## config.mk

```make
export PLATFORM = sky130hd
export DESIGN_NAME = aes_inv_round_ctrl
export DESIGN_NICKNAME = d
export VERILOG_FILES = /design/src/rtl/aes_inv_round_ctrl.sv
export SDC_FILE = /design/constraint.sdc
export NUM_CORES = 1
export LEC_CHECK = 0
export ABC_AREA = 1
export CAP_MARGIN = 0
export CORE_MARGIN = 5
export CORE_UTILIZATION = 47
export DETAILED_ROUTE_END_ITERATION = 6
export GPL_ROUTABILITY_DRIVEN = 0
export PLACE_DENSITY = 0.72
export SYNTH_ARGS = -nofsm -noshare
export SYNTH_HDL_FRONTEND = slang
export SYNTH_SLANG_ARGS = --single-unit
export TNS_END_PERCENT = 100
```

## constraint.sdc

```tcl
create_clock -name clk -period 1.5 [get_ports clk]
set_input_delay 0.15 -clock clk [delete_from_list [all_inputs] [get_ports clk]]
set_output_delay 0.15 -clock clk [all_outputs]
set_load 0.01 [all_outputs]
```

## src/rtl/aes_inv_round_ctrl.sv

```systemverilog
// ============================================================================
// Module   : aes_inv_round_ctrl
// Purpose  : Round sequencer for an iterative AES-128/256 inverse cipher.
// Revision : 1.0
// ============================================================================
`default_nettype none

module aes_inv_round_ctrl #(
    parameter int NR128 = 10,
    parameter int NR256 = 14
) (
    input  logic       clk,
    input  logic       rst,
    input  logic       i_start,
    input  logic       i_key_size,
    input  logic       i_key_valid,
    input  logic       i_abort,
    output logic       o_in_ready,
    output logic       o_busy,
    output logic [3:0] o_key_idx,
    output logic       o_state_load,
    output logic       o_inv_mix_en,
    output logic       o_state_en,
    output logic       o_done
);

    localparam logic [3:0] C_NR128 = 4'(NR128);
    localparam logic [3:0] C_NR256 = 4'(NR256);

    typedef enum logic [2:0] {
        S_IDLE  = 3'd0,
        S_INIT  = 3'd1,
        S_ROUND = 3'd2,
        S_FINAL = 3'd3,
        S_DONE  = 3'd4
    } state_t;

    state_t     r_state;
    state_t     w_next;
    logic [3:0] r_cnt;
    logic [3:0] w_cnt_next;
    logic       r_key_size;
    logic       w_key_size_next;
    logic [3:0] w_nr;
    logic [3:0] w_idx;

    // The index is clamped to the latched round count so it can never exceed Nr.
    assign w_nr  = r_key_size ? C_NR256 : C_NR128;
    assign w_idx = (r_cnt > w_nr) ? w_nr : r_cnt;

    always_ff @(posedge clk or posedge rst) begin
        if (rst) begin
            r_state    <= S_IDLE;
            r_cnt      <= 4'd0;
            r_key_size <= 1'b0;
        end else begin
            r_state    <= w_next;
            r_cnt      <= w_cnt_next;
            r_key_size <= w_key_size_next;
        end
    end

    always_comb begin
        w_next          = r_state;
        w_cnt_next      = r_cnt;
        w_key_size_next = r_key_size;
        o_in_ready      = 1'b0;
        o_busy          = 1'b0;
        o_key_idx       = 4'd0;
        o_state_load    = 1'b0;
        o_inv_mix_en    = 1'b0;
        o_state_en      = 1'b0;
        o_done          = 1'b0;
        case (r_state)
            S_IDLE: begin
                o_in_ready = 1'b1;
                if (i_start) begin
                    w_key_size_next = i_key_size;
                    w_cnt_next      = i_key_size ? C_NR256 : C_NR128;
                    w_next          = S_INIT;
                end
            end
            S_INIT: begin
                o_busy       = 1'b1;
                o_state_load = 1'b1;
                o_key_idx    = w_idx;
                if (i_abort) begin
                    w_cnt_next = 4'd0;
                    w_next     = S_IDLE;
                end else if (i_key_valid) begin
                    o_state_en = 1'b1;
                    if (r_cnt != 4'd0) begin
                        w_cnt_next = r_cnt - 4'd1;
                    end
                    w_next = S_ROUND;
                end
            end
            S_ROUND: begin
                o_busy       = 1'b1;
                o_inv_mix_en = 1'b1;
                o_key_idx    = w_idx;
                if (i_abort) begin
                    w_cnt_next = 4'd0;
                    w_next     = S_IDLE;
                end else if (i_key_valid) begin
                    o_state_en = 1'b1;
                    if (r_cnt != 4'd0) begin
                        w_cnt_next = r_cnt - 4'd1;
                    end
                    if (r_cnt <= 4'd1) begin
                        w_next = S_FINAL;
                    end
                end
            end
            S_FINAL: begin
                o_busy = 1'b1;
                if (i_abort) begin
                    w_cnt_next = 4'd0;
                    w_next     = S_IDLE;
                end else if (i_key_valid) begin
                    o_state_en = 1'b1;
                    w_next     = S_DONE;
                end
            end
            S_DONE: begin
                o_done = 1'b1;
                w_next = S_IDLE;
            end
            default: begin
                w_next = S_IDLE;
            end
        endcase
    end

endmodule

`default_nettype wire

```

==> metrics.cfg <==
[run_status]
outcome=finished, violations left
failed_checks=negative setup slack

[critical_path]
rr_endpoint=r_state[0]
startpoint_type=flip-flop
reg2reg_depth=8
crit_fanout=3
path_common_cell=nor2_1
required_ns=1.35
crit_path_end_kind=output port
slowest_stage=dfrtp_1
crit_chain=ha_4, a21o_1, nand3_2, inv_2, nor2_1, nor2_1, buf_2
path_depth=7
critPathArrivalTime_ns=1.55
r2r_slack_ns=0.05
reg2reg_from=r_cnt[1]
crit_type=reg2out
cp.buffers_inverters=2
cp_slowest_stage_delay_ns=0.42
cp_top_family=flip-flops

[die]
core_area_um2=1320
die_area_um2=2270
fp.dieH_um=47.7
initial_utilization_pct=50.6
rows=13
die_w_um=47.7
io_pins=16

[drt]
finalWirelength_um=2460
ant_nets=0
wl_per_cell_um=15.4
vias=835
drcViolationCount=0
firstDrtPassIters=4
vias_per_cell=5.22
drtIter0Drc=22

[power_and_ir_drop]
p_clk_share_pct=6.1
max-vdd-ir-drop_v=0.00169
power_frac_seq_pct=16.0
pwr-share-comb_pct=77.9
swShare_pct=49.8
powerDensity_nw_per_um2=2330
p_leak_nw=0.613
power.internal_mw=1.26
p_switching_mw=1.25

[finish]
mostFrequentLayoutCells=nand2_1, buf_4, inv_1, nor2_1
nets=157
area_growth_pct=61.7
instances_no_fill=160
mostFrequentLayoutCell=nand2_1
drive_above_1_share_pct=45.5
antenna_cells=0
fin_util_pct=81.9

[global_route]
track_usage_pct=20.0
grt_start_max_net_pins=9
gr-total-overflow=0
antenna_found_initial=0
grt_pass1_vias=747
grt_pass1_wl_um=3020

[logic_synthesis]
synthTopCellsByArea=dfrtp_1, nand2_1, inv_1
synth.distinct_cells=18
yosys_warnings=0
synth_fp_nets=112
syn_area_um2=667
synth.top_cell.area_share_pct=30.0
avgSynthCellArea_um2=6.54
ys_seq_area_share_pct=30.0
ys_seq_elements=8
synthCells=102
yosys.area.top_type=dfrtp_1

[timing]
final-hold-violation-count=0
maxSlewViolCount=0
finalCritPeriodShare_pct=113
fmax_mhz=589
timing.final.ws_setup_ns=-0.198
fin_skew_ns=0.000611
worst_slew_pin_slew_ns=0.283
slew_headroom_pct=81.1
rsz0062_at_grt=yes
setup_tns_ns=-0.539
period_needed_ns=1.70
finalSetupViolCount=5

[placed_design]
portBuffers=15
placedCellCount=152
dp_hpwl_um=1430
place_ws_ns=-0.378

[clocking]
hold_buffers=0
path_clk_slew_ns=0.05
clkSinkCount=8
clock_latency_ns=0.24
cts_buffers=3
clk_path_buf_depth=2
cts_tree=done
h-tree-depth=1
cts_root_buf=clkbuf_4

[worst_hold_path]
worstHoldPathType=in2async

[flow_run]
drv_cap=0

registers in the layout, indices dropped and copies added, names as in the netlist:
name / cells
r_state: 3
r_cnt: 4
r_key_size: 1
metal layers:
| layer | GRT usage (%) | up-vias | wire, um |
|---|---|---|---|
| li1 | - | 404 | - |
| met1 | 22.9 | 380 | 1000 |
| met3 | 3.38 | 12 | 113 |
| met4 | 12.9 | 0 | 141 |
| met5 | 0 | - | 0 |
| met2 | 34.0 | 39 | 1200 |
Yosys cell counts (all sizes together):
cell,number
inv,18
xor2,1
a21o,1
a21oi,5
nor2,13
nand3,8
o211ai,1
dfrtp,8
ha,4
o21ai,4
nor3,2
nand2,37
area by class of cell:
cell class                      count  area, um^2
Inverter                           18        67.6
Sequential cell                     8         200
Tap cell                           15        18.8
Fill cell                          92         239
Clock buffer                        3        22.5
Multi-Input combinational cell     76         469
Timing Repair Buffer               40         300
repair_timing:
action	in CTS	in global routing
buffers inserted	3	2
endpoints found under the setup margin	10	15
pin swaps	5	5
resized for setup	44	20
stage by stage:
step | hold WS, ns | power, mW | instance area (um^2)
after global routing | 0.171 | 2.70 | 1080
after global placement | 0.400 | 2.02 | 986
after CTS | 0.140 | 2.27 | 1040
after floorplan | -0.0343 | 1.27 | 667
after detailed placement | 0.406 | 2.05 | 986
final | 0.170 | 2.51 | 1080
how the worst max path moves through the flow:
stage                     from           end  slack [ns]
floorplan             r_cnt[2]  o_key_idx[0]        0.05
global placement      r_cnt[2]  o_key_idx[0]       -0.32
detailed placement  r_key_size  o_key_idx[0]       -0.38
CTS                   r_cnt[2]  o_key_idx[1]       -0.14
global route        r_key_size  o_key_idx[2]       -0.26
finish                r_cnt[2]  o_key_idx[2]       -0.20
cell families (layout without fill, tap and decap cells):
kind of cell	Yosys count	count (layout)	share of synthesized area [%]
AND/OR/NAND/NOR	60	60	42.0
buffers and inverters	18	61	10.1
AO/OA/AOI/OAI	11	11	9.00
flip-flops	8	8	30.0
adder cells (fa/ha/maj)	4	4	7.50
XOR/XNOR	1	1	1.31
worst reg2reg max path, cell delays in order, from the launching register on:
cell and delay [ns]:
dfrtp_1 0.38, buf_4 0.14, buf_4 0.14, inv_2 0.09, ha_4 0.15, o211ai_1 0.10, nand2_1 0.15, nand2_2 0.10
o21ai_2 0.12
power by group through the flow:
stage / Clock [mW] / Combinational, mW / Sequential [mW]
detailed placement: 0 / 1.68 / 0.374
finish: 0.153 / 1.96 / 0.402
CTS: 0.161 / 1.73 / 0.376
floorplan: 0 / 0.874 / 0.398
global placement: 0 / 1.65 / 0.370
global route: 0.179 / 2.11 / 0.410
Power figures use the tool's default switching activity.
